**src/rtl/logic_unit_pipe_if.sv**
```systemverilog
// Operand/result handshake bundle for logic_unit_pipe.
// The producer/consumer side takes the master modport; the pipeline takes the slave modport.
interface logic_unit_pipe_if #(
  parameter int unsigned WIDTH = 32,
  parameter int unsigned CNT_W = 16
);
  logic [WIDTH-1:0] a;
  logic [WIDTH-1:0] b;
  logic [1:0]       op;
  logic             in_valid;
  logic             in_ready;
  logic [WIDTH-1:0] c;
  logic             OF;
  logic             CF;
  logic             SF;
  logic             ZF;
  logic             out_valid;
  logic             out_ready;
  logic [CNT_W-1:0] op_count;

  modport master (
    output a, b, op, in_valid, out_ready,
    input  in_ready, c, OF, CF, SF, ZF, out_valid, op_count
  );

  modport slave (
    input  a, b, op, in_valid, out_ready,
    output in_ready, c, OF, CF, SF, ZF, out_valid, op_count
  );
endinterface

```
**src/rtl/logic_unit_pipe.sv**
```systemverilog
// Two-stage bitwise logic unit (AND/OR/XOR/NOR) with valid/ready flow control,
// result flags and a saturating count of delivered results.
module logic_unit_pipe #(
  parameter int unsigned WIDTH = 32,
  parameter int unsigned CNT_W = 16
) (
  input  logic               clk,
  input  logic               rst,
  logic_unit_pipe_if.slave   bus
);
  localparam logic [CNT_W-1:0] CNT_MAX = {CNT_W{1'b1}};

  logic             s1_valid;
  logic [WIDTH-1:0] s1_res;
  logic [WIDTH-1:0] func_c;
  logic             s1_load;
  logic             s2_load;

  logic [WIDTH-1:0] c_q;
  logic             sf_q;
  logic             zf_q;
  logic             out_valid_q;
  logic [CNT_W-1:0] cnt_q;

  // S2 frees up when empty or draining; S1 frees up when empty or moving into S2.
  assign s2_load      = !out_valid_q || bus.out_ready;
  assign s1_load      = !s1_valid || s2_load;
  assign bus.in_ready = s1_load;

  always_comb begin
    func_c = '0;
    unique case (bus.op)
      2'b00:   func_c = bus.a & bus.b;
      2'b01:   func_c = bus.a | bus.b;
      2'b10:   func_c = bus.a ^ bus.b;
      default: func_c = ~(bus.a | bus.b);
    endcase
  end

  // Stage 1: bitwise result.
  always_ff @(posedge clk) begin
    if (rst) begin
      s1_valid <= 1'b0;
      s1_res   <= '0;
    end else if (s1_load) begin
      s1_valid <= bus.in_valid;
      if (bus.in_valid) s1_res <= func_c;
    end
  end

  // Stage 2: result, flags and out_valid; everything holds while stalled.
  always_ff @(posedge clk) begin
    if (rst) begin
      out_valid_q <= 1'b0;
      c_q         <= '0;
      sf_q        <= 1'b0;
      zf_q        <= 1'b1;
    end else if (s2_load) begin
      out_valid_q <= s1_valid;
      c_q         <= s1_res;
      sf_q        <= s1_res[WIDTH-1];
      zf_q        <= (s1_res == '0);
    end
  end

  always_ff @(posedge clk) begin
    if (rst) begin
      cnt_q <= '0;
    end else if (out_valid_q && bus.out_ready && (cnt_q != CNT_MAX)) begin
      cnt_q <= cnt_q + CNT_W'(1);
    end
  end

  assign bus.c         = c_q;
  assign bus.SF        = sf_q;
  assign bus.ZF        = zf_q;
  assign bus.CF        = 1'b0;
  assign bus.OF        = 1'b0;
  assign bus.out_valid = out_valid_q;
  assign bus.op_count  = cnt_q;
endmodule

```
**src/flat_wrapper.sv**
```systemverilog
// flat-port wrapper written by rule: the top's interface ports become plain ports
module logic_unit_pipe_flat 
#(
  parameter int unsigned WIDTH = 32,
  parameter int unsigned CNT_W = 16
)
  (clk, rst, bus_a, bus_b, bus_op, bus_in_valid, bus_out_ready, bus_in_ready, bus_c, bus_OF, bus_CF, bus_SF, bus_ZF, bus_out_valid, bus_op_count);
  logic_unit_pipe_if #(.WIDTH(WIDTH), .CNT_W(CNT_W)) bus_i ();
  input  logic clk;
  input  logic rst;
  input wire logic [$bits(bus_i.a)-1:0] bus_a;
  input wire logic [$bits(bus_i.b)-1:0] bus_b;
  input wire logic [$bits(bus_i.op)-1:0] bus_op;
  input wire logic [$bits(bus_i.in_valid)-1:0] bus_in_valid;
  input wire logic [$bits(bus_i.out_ready)-1:0] bus_out_ready;
  output wire logic [$bits(bus_i.in_ready)-1:0] bus_in_ready;
  output wire logic [$bits(bus_i.c)-1:0] bus_c;
  output wire logic [$bits(bus_i.OF)-1:0] bus_OF;
  output wire logic [$bits(bus_i.CF)-1:0] bus_CF;
  output wire logic [$bits(bus_i.SF)-1:0] bus_SF;
  output wire logic [$bits(bus_i.ZF)-1:0] bus_ZF;
  output wire logic [$bits(bus_i.out_valid)-1:0] bus_out_valid;
  output wire logic [$bits(bus_i.op_count)-1:0] bus_op_count;
  assign bus_i.a = bus_a;
  assign bus_i.b = bus_b;
  assign bus_i.op = bus_op;
  assign bus_i.in_valid = bus_in_valid;
  assign bus_i.out_ready = bus_out_ready;
  assign bus_in_ready = bus_i.in_ready;
  assign bus_c = bus_i.c;
  assign bus_OF = bus_i.OF;
  assign bus_CF = bus_i.CF;
  assign bus_SF = bus_i.SF;
  assign bus_ZF = bus_i.ZF;
  assign bus_out_valid = bus_i.out_valid;
  assign bus_op_count = bus_i.op_count;
  logic_unit_pipe #(.WIDTH(WIDTH), .CNT_W(CNT_W)) u_core (.clk(clk), .rst(rst), .bus(bus_i));
endmodule
```
**config.mk**
```make
export PLATFORM = sky130hd
export DESIGN_NAME = logic_unit_pipe_flat
export DESIGN_NICKNAME = d
export VERILOG_FILES = /design/src/rtl/logic_unit_pipe_if.sv /design/src/rtl/logic_unit_pipe.sv /design/src/flat_wrapper.sv
export SDC_FILE = /design/constraint.sdc
export NUM_CORES = 1
export LEC_CHECK = 0
export ABC_CLOCK_PERIOD_IN_PS = 2930
export CAP_MARGIN = 5
export CORE_MARGIN = 2
export CORE_UTILIZATION = 32
export CTS_CLUSTER_DIAMETER = 200
export CTS_CLUSTER_SIZE = 16
export DETAILED_ROUTE_END_ITERATION = 10
export HOLD_SLACK_MARGIN = 0.1
export PLACE_DENSITY = 0.61
export REMOVE_ABC_BUFFERS = 1
export SLEW_MARGIN = 20
export SYNTH_ARGS = -nofsm -noshare
export SYNTH_HDL_FRONTEND = slang
export SYNTH_SLANG_ARGS = --single-unit
export TNS_END_PERCENT = 10
```
**constraint.sdc**
```tcl
create_clock -name clk -period 2.93 [get_ports clk]
set_clock_uncertainty 0.2 [all_clocks]
set_input_delay 0.293 -clock clk [delete_from_list [all_inputs] [get_ports clk]]
set_output_delay 0.293 -clock clk [all_outputs]
set_load 0.02 [all_outputs]
```
# Yosys cells after proc, flatten, opt, wreduce, memory -nomap -nowiden
# Cells that the tools add are included.
[word_totals]
romBits = 0
ramBits = 0
mem_count = 0
output_inout_bits = 54
register_bits = 84
wordCells = 25
latch_bits = 0
[classes]
div_mod_pow = 0
muxes = 1
reduce_logical = 9
order_cmp = 0
shift = 0
addsub = 1
multipliers = 0
eq_ne = 3
bitwise = 4
[ops]
columns = ["operator", "n"]
rows = [
  ["$pmux W32 S3", 1],
  ["$and A32 B32 Y32", 1],
  ["$logic_not A32 Y1", 1],
  ["$not A32 Y32", 1],
  ["$or A32 B32 Y32", 1],
  ["$xor A32 B32 Y32", 1],
  ["$add A16 B1 Y16 const B", 1],
  ["$ne A16 B16 Y1 const B", 1],
  ["$eq A2 B1 Y1 const B", 1],
  ["$eq A2 B2 Y1 const B", 1],
  ["$logic_and A1 B1 Y1", 2],
  ["$logic_not A1 Y1", 2],
  ["$logic_not A2 Y1", 1],
  ["$logic_or A1 B1 Y1", 2],
  ["$reduce_and A2 Y1", 1],
]

# Logic depth before layout (Yosys ltp)
# Gate-level depths: netlist of the first run.
[depth]
depth_word = 4
mapped_depth = 7
ltp_nobuf = 6

# Least setup slack after synthesis of the first run
# OpenSTA, ideal clock, no wires.
[synth_timing]
kind = "register to register"
from = "reg u_core.cnt_q[0] (netlist: u_core.bus.op_count[0])"
to = "reg u_core.cnt_q[10] (netlist: u_core.bus.op_count[10])"
path_buffers = 0
setup_ns = 0.070
path_stages_with_launch = 6
arrival_ns = 1.636
path_slack_ns = 1.024
period_less_slack_ns = 1.906
required_ns = 2.660
path_cell_list = "dfxtp_1 > ha_1 > and3_2 > nand4_2 > or4_1 > a21oi_1"
[synth_between]
elab_chain_cells = 2
[synth_rtl]
columns = ["item", "line_no", "text"]
rows = [
  ["start, declared", "logic_unit_pipe.sv:23", "logic [CNT_W-1:0] cnt_q;"],
  ["start signal, assigned", "logic_unit_pipe.sv:70", "cnt_q <= cnt_q + CNT_W'(1);"],
  ["parallel branches: the longest is 2 deep, another holds $add A16 B1 Y16", "-", ""],
]
# Several ways; the timed one is not identified.
# A chain may end at the register's enable or synchronous reset.

# Worst setup path after layout of the first run
[layout_timing]
from = "in bus_out_ready"
to = "out bus_in_ready"
[layout_between]
elab_chain_cells = 2
[layout_rtl]
columns = ["item", "line_no", "text"]
rows = [
  ["start, declared", "flat_wrapper.sv:15", "input wire logic [$bits(bus_i.out_ready)-1:0] bus_out_ready;"],
  ["$logic_or A1 B1 Y1", "logic_unit_pipe.sv:26", "assign s2_load = !out_valid_q || bus.out_ready;"],
  ["$logic_or A1 B1 Y1", "logic_unit_pipe.sv:27", "assign s1_load = !s1_valid || s2_load;"],
  ["end, declared", "flat_wrapper.sv:16", "output wire logic [$bits(bus_i.in_ready)-1:0] bus_in_ready;"],
]
# No other way between the ends.

==> impl_metrics.py, run 1 <==
metrics = {
    "status": {
        "status": "finished, final reports clean",
    },
    "pwr": {
        "p_clk_share_pct": 37.2,
        "max-vdd-ir-drop_v": 0.000279,
        "comb_power_share_pct": 19.3,
        "pwr-share-seq_pct": 43.5,
        "finalPower_uw": 2840,
        "power.density_nw_per_um2": 416,
        "swShare_pct": 26.9,
        "switching_power_uw": 764,
        "p_leak_uw": 0.00286,
        "internal-power_uw": 2080,
    },
    "worst_setup_path": {
        "reg2reg_depth": 4,
        "start_kind": "primary input",
        "r2r_slack_ns": 0.97,
        "r2r-end": "u_core.bus.op_count[15]",
        "criticalPathCategory": "primary input to output pin",
        "arrival_ns": 1.72,
        "reg2reg_from": "u_core.bus.op_count[7]",
        "cp-end-kind": "output pin",
        "critPathRequiredTime_ns": 2.44,
        "crit_fanout": 6,
    },
    "floorplanning": {
        "dieArea_um2": 17200,
        "dieWidth_um": 131,
        "coreArea_um2": 15800,
        "initial_core_util_pct": 32.7,
        "die_y_um": 131,
        "ios": 124,
        "row_count": 46,
    },
    "routing": {
        "wl_per_cell_um": 12.9,
        "via_per_inst": 4.82,
        "vias": 4652,
        "antenna_left": 0,
        "first_iter_violations": 196,
        "first_pass_iters": 4,
        "remaining_drc_errors": 0,
        "drt-total-wl_um": 12400,
    },
    "sta": {
        "worst_hold_slack_ns": 0.247,
        "slew_viol_final": 0,
        "finalSetupViolCount": 0,
        "period_minus_slack_ns": 2.21,
        "slew_headroom_pct": 51.9,
        "fmax_mhz": 452,
        "final-hold-violation-count": 0,
        "rsz0062_at_grt": "false",
        "min_period_over_period_pct": 75.6,
        "worst_slew_pin_slew_ns": 0.722,
        "fin_tns_setup_ns": 0,
    },
    "clock_tree": {
        "clockRootBuffer": "clkbuf_16",
        "numCtsBuffers": 9,
        "clockBufferDepth": 2,
        "clock-sinks": 83,
        "postCtsSetupRepairBufs": 0,
        "cts_htree_levels": 3,
        "insertion_delay_ns": 0.33,
        "cts_hold_buffers": 0,
        "clk_pin_slew_ns": 0.06,
        "cts_resized": 0,
        "cts_tree": "built",
    },
    "layout": {
        "drive_above_1_share_pct": 8.95,
        "fin_nets": 880,
        "fillers": 1645,
        "antenna_cells": 0,
        "instances_no_fill": 965,
        "syn2layout_area_growth_pct": 32.3,
        "design_area_um2": 6840,
    },
    "global_route": {
        "grt_pass1_vias": 4170,
        "grt_max_degree": 47,
        "antenna_found_initial": 0,
        "grt_usage_pct": 14.8,
        "grt_pass1_wl_um": 20200,
        "gr-usage-met1_pct": 20.2,
        "grt-ovfl-total": 0,
        "grtUsageMet2_pct": 22.9,
        "met3_usage_pct": 4.22,
        "top_usage_layer": "met2",
    },
    "synth": {
        "ys_seq_elements": 83,
        "synth_edf_count": 0,
        "yosys_warnings": 0,
        "syn_inst": 645,
        "synth_ff_type": "dfxtp_1",
        "yosysSeqAreaShare_pct": 32.1,
        "syn-mean-instance-area_um2": 8.01,
        "synthesis.area_um2": 5170,
        "async_reset_ff_share_pct": 0,
        "synth_cell_types": 42,
    },
    "place": {
        "gp_routability_congestion": 0.785,
        "portBuffers": 121,
        "place_inst": 950,
        "place_hpwl_um": 9020,
        "dpl-instance-area_um2": 6560,
    },
    "min_path": {
        "hp-start": "u_core.bus.c[19]",
        "whs_path_depth": 2,
        "hold_class": "register to register",
        "whs_endpoint": "u_core.bus.c[19]",
    },
    "flow_run": {
        "max_cap_viol_count": 0,
    },
}
==> cells in the final DEF (no fill, tap or decap), drive strengths merged <==
master	instances
o21ai	11
nand2b	1
nand4	9
mux2	29
o31ai	6
dfxtp	83
inv	66
clkdlybuf4s50	118
and3	2
nand3b	1
o311ai	5
or2	2
a21oi	51
clkinv	3
a211oi	56
or4	5
nand2	76
nor3	32
and4	2
or3	4
ha	65
and2	1
nor4	10
clkinvlp	1
nand3	4
conb	2
nor2b	10
xor2	1
buf	13
or3b	1
o21ba	1
nor2	67
clkbuf	11
==> worst max-delay path: stages <==
cell             delay [ns]
clkdlybuf4s50_1        0.62
nand3b_1               0.19
clkdlybuf4s50_1        0.62
==> registers in the layout, summed over array words and instances (netlist names) <==
register              cells
u_core.bus.SF             1
u_core.bus.ZF             1
u_core.bus.c             31
u_core.bus.op_count      16
u_core.bus.out_valid      1
u_core.s1_res            32
u_core.s1_valid           1
==> kinds of logic after synthesis <==
| family | Yosys count | synth area share, % |
|---|---|---|
| XOR/XNOR | 1 | 0.169 |
| AO/OA/AOI/OAI | 130 | 16.3 |
| AND/OR/NAND/NOR | 227 | 21.0 |
| flip-flops | 83 | 32.1 |
| multiplexers | 29 | 6.32 |
| other | 1 | 0.0726 |
| adder cells (fa/ha/maj) | 65 | 15.7 |
| buffers and inverters | 109 | 8.33 |
==> through the flow <==
step	worst slack (ns)	util, %
6_report	0.716	43.2
5_1_grt	0.682	43.2
4_1_cts	0.717	43.2
2_1_floorplan	0.0114	-
3_5_place_dp	0.655	41.5
3_3_place_gp	0.675	41.5
==> Yosys cell counts (2+ instances only) <==
cell | instances | share of area [%]
or3_1 | 4 | 0.48
inv_1 | 66 | 4.8
and4_1 | 2 | 0.34
buf_4 | 3 | 0.44
o31ai_1 | 6 | 0.87
nor3_1 | 31 | 3.0
clkbuf_1 | 28 | 2.0
nor4_1 | 9 | 1.1
or4_1 | 5 | 0.73
nand3_1 | 3 | 0.29
a21oi_1 | 50 | 4.8
buf_1 | 4 | 0.29
a211oi_1 | 56 | 8.1
ha_1 | 65 | 16
o311ai_1 | 4 | 0.68
o21ai_1 | 6 | 0.58
buf_2 | 8 | 0.77
mux2_2 | 28 | 6.1
dfxtp_1 | 83 | 32
nand2_1 | 76 | 5.5
nand4_2 | 3 | 0.73
nor2b_1 | 10 | 1.2
nand4_1 | 6 | 0.73
o21ai_0 | 5 | 0.48
nor2_1 | 67 | 4.9
==> layout make-up <==
cell class	count	area, um2	area share [%]
well taps	216	270	3.95
inverters	66	248	3.62
clock buffers	11	253	3.69
clock inverters	4	26.3	0.384
repair buffers	131	1290	18.8
flip-flops and latches	83	1660	24.3
multi-input cells	454	3100	45.3
==> power by group through the flow <==
stage / combinational (uW) / sequential [uW] / clock, uW
2_1_floorplan: 244 / 1280 / 0
3_3_place_gp: 549 / 1260 / 0
3_5_place_dp: 557 / 1260 / 0
4_1_cts: 560 / 1240 / 1090
5_1_grt: 620 / 1240 / 1150
6_report: 548 / 1240 / 1060
==> per-layer routing <==
layer	up-vias	part of all wire [%]
met2	93	43
met5	-	0
met3	12	5.7
li1	2410	-
met4	0	1.2
met1	2137	50
==> worst max-delay path by stage <==
stage                    startpoint                 endpoint  slack [ns]  depth (start not counted)
6_report              bus_out_ready             bus_in_ready        0.72                          3
5_1_grt               bus_out_ready             bus_in_ready        0.68                          3
4_1_cts               bus_out_ready             bus_in_ready        0.72                          3
3_5_place_dp          bus_out_ready  u_core.bus.op_count[15]        0.66                          5
3_3_place_gp          bus_out_ready  u_core.bus.op_count[10]        0.68                          5
2_1_floorplan  u_core.bus.out_valid        u_core.s1_res[19]        0.01                          4
Note: power is estimated with default switching activity, not from simulation.
==> run 2, diff against run 1 <==
- ABC_CLOCK_PERIOD_IN_PS: 2930 -> 1900
- PLACE_DENSITY: 0.61 -> 0.63
- clock period: 2.93 -> 1.9 ns (I/O delays scaled with it)
==> run 2 against run 1 <==
Effect of this change: sequential cell count did not move; core utilization is 2.3 points higher; final area increased by 5.4%; non-clock buffer count up 36; critical path type is now register to output pin; critical endpoint is now bus_out_valid.
==> impl_metrics.py, run 2 (same netlist as run 1, synthesis figures left out) <==
metrics = {
    "clock_tree": {
        "insertion_delay_ns": 0.34,
        "clockRootBuffer": "clkbuf_16",
        "numCtsBuffers": 9,
        "cts_htree_levels": 3,
        "clk_pin_slew_ns": 0.06,
        "postCtsSetupRepairBufs": 0,
        "cts_tree": "built",
        "clockBufferDepth": 2,
        "clock-sinks": 83,
    },
    "global_route": {
        "grt_pass1_wl_um": 20800,
        "grt-ovfl-total": 0,
        "grt_pass1_vias": 4233,
        "grt_max_degree": 65,
        "antenna_found_initial": 0,
        "grt_usage_pct": 15.3,
    },
    "sta": {
        "rsz0062_at_grt": "false",
        "min_period_over_period_pct": 98.1,
        "period_minus_slack_ns": 1.86,
        "worst_slew_pin_slew_ns": 0.505,
        "slew_headroom_pct": 66.1,
        "finalSetupViolCount": 0,
        "fmax_mhz": 536,
        "slew_viol_final": 0,
        "final-hold-violation-count": 0,
    },
    "place": {
        "dpl-instance-area_um2": 6910,
        "place_hpwl_um": 9500,
        "gp_routability_congestion": 0.813,
        "portBuffers": 121,
    },
    "routing": {
        "first_pass_iters": 6,
        "drt-total-wl_um": 13000,
        "via_per_inst": 4.77,
        "first_iter_violations": 207,
        "vias": 4784,
        "wl_per_cell_um": 12.9,
        "antenna_left": 0,
        "remaining_drc_errors": 0,
    },
    "floorplanning": {
        "initial_core_util_pct": 32.7,
        "die_y_um": 131,
        "dieWidth_um": 131,
        "coreArea_um2": 15800,
        "dieArea_um2": 17200,
        "row_count": 46,
        "ios": 124,
    },
    "pwr": {
        "power.density_nw_per_um2": 624,
        "internal-power_uw": 3220,
        "pwr-share-seq_pct": 42.4,
        "comb_power_share_pct": 20.1,
        "max-vdd-ir-drop_v": 0.000428,
        "p_clk_share_pct": 37.5,
        "swShare_pct": 28.5,
        "p_leak_uw": 0.00311,
        "finalPower_uw": 4500,
        "switching_power_uw": 1280,
    },
    "layout": {
        "final_cell_mix": "114 x clkdlybuf4s50_1, 82 x dfxtp_1, 76 x nand2_1",
        "drive_above_1_share_pct": 13.2,
        "antenna_cells": 0,
        "syn2layout_area_growth_pct": 39.5,
        "final_common_cell": "clkdlybuf4s50_1",
        "largest-register": "u_core.s1_res",
        "design_area_um2": 7210,
        "largest_register_ffs": 32,
        "fin_nets": 916,
    },
    "worst_setup_path": {
        "cp-end-kind": "output pin",
        "critPathSlowestCell": "clkdlybuf4s50_1",
        "r2r-end": "u_core.bus.op_count[15]",
        "start_kind": "register",
        "critPathLaunch": "u_core.bus.out_valid",
        "arrival_ns": 1.47,
        "critPathRequiredTime_ns": 1.51,
        "criticalPathCategory": "register to output pin",
        "reg2reg_depth": 5,
        "endpoint": "bus_out_valid",
        "reg2reg_from": "u_core.bus.op_count[0]",
        "crit_fanout": 4,
        "max_stage_delay_ns": 0.61,
        "r2r_slack_ns": 0.09,
        "crit_chain": "buf_4, clkdlybuf4s50_1",
    },
    "flow_run": {
        "max_cap_viol_count": 0,
    },
    "min_path": {
        "hold_class": "primary input to register",
        "hp-start": "bus_op[0]",
    },
    "status": {
        "status": "finished, final reports clean",
    },
}
==> run 2: cell types whose count changed in the layout (fill, tap and decap cells not counted), moves of 2 or more <==
cell,change
buf_4,+28
buf_12,+7
clkbuf_8,-2
inv_6,+4
dlygate4sd2_1,+2
clkdlybuf4s50_1,-4
dlymetal6s2s_1,+2
==> run 2: critical path, delay by kind of cell, from the launching register on <==
kind | cells | cell delay, ns
buffers and inverters | 2 | 0.76
DFF | 1 | 0.37
==> run 2: power by group through the flow <==
stage	Combinational, uW	Sequential, uW	Clock (uW)
after CTS	921	1910	1740
after global placement	902	1950	0
after global routing	1020	1920	1820
after detailed placement	913	1950	0
final	907	1910	1690
after floorplan	377	1980	0
==> run 2: routing by layer <==
metal | routed length [um] | global-route usage, % | share of wire, %
met1 | 6180 | 19.9 | 48
met2 | 5800 | 25.1 | 45
met3 | 856 | 4.59 | 6.6
met4 | 129 | 3.32 | 1.0
met5 | 0 | 0 | 0
==> run 2: what timing repair did <==
action | 4_1_cts | 5_1_grt
endpoints found under the setup margin | 3 | 2
hold endpoints to repair | 9 | 0
pin swaps | 0 | 0
cloned | 0 | 0
gates resized for setup | 3 | 2
hold buffers | 1 | 0
==> run 2: layout make-up <==
| cell class | instances | area [um2] |
|---|---|---|
| clock buffer | 9 | 225 |
| clock inverter | 7 | 58.8 |
| fill | 1556 | 8620 |
| inverter | 66 | 248 |
| multi-input combinational | 454 | 3100 |
| sequential | 83 | 1660 |
| tap | 216 | 270 |
| timing repair buffer | 167 | 1650 |
==> run 2: worst min path at each step <==
stage	end	slack [ns]	depth (start not counted)
3_3_place_gp	u_core.bus.c[26]	0.24	2
5_1_grt	u_core.s1_res[26]	0.22	4
4_1_cts	u_core.s1_res[26]	0.18	4
2_1_floorplan	u_core.bus.SF	0.06	1
6_report	u_core.s1_res[26]	0.20	4
3_5_place_dp	u_core.bus.c[13]	0.25	2
==> run 2: metrics by stage <==
| stage | hold slack, ns | instances | setup WS [ns] | util [%] | TNS (ns) |
|---|---|---|---|---|---|
| 2_1_floorplan | 0.0591 | 603 | -1.02 | - | -45.37 |
| 3_3_place_gp | 0.240 | 985 | -0.0487 | 43.7 | -0.188 |
| 3_5_place_dp | 0.246 | 985 | -0.0798 | 43.7 | -0.578 |
| 4_1_cts | 0.184 | 1002 | 0.00602 | 45.5 | 0 |
| 5_1_grt | 0.220 | 1002 | 0.000440 | 45.5 | 0 |
| 6_report | 0.198 | 1002 | 0.0360 | 45.5 | 0 |
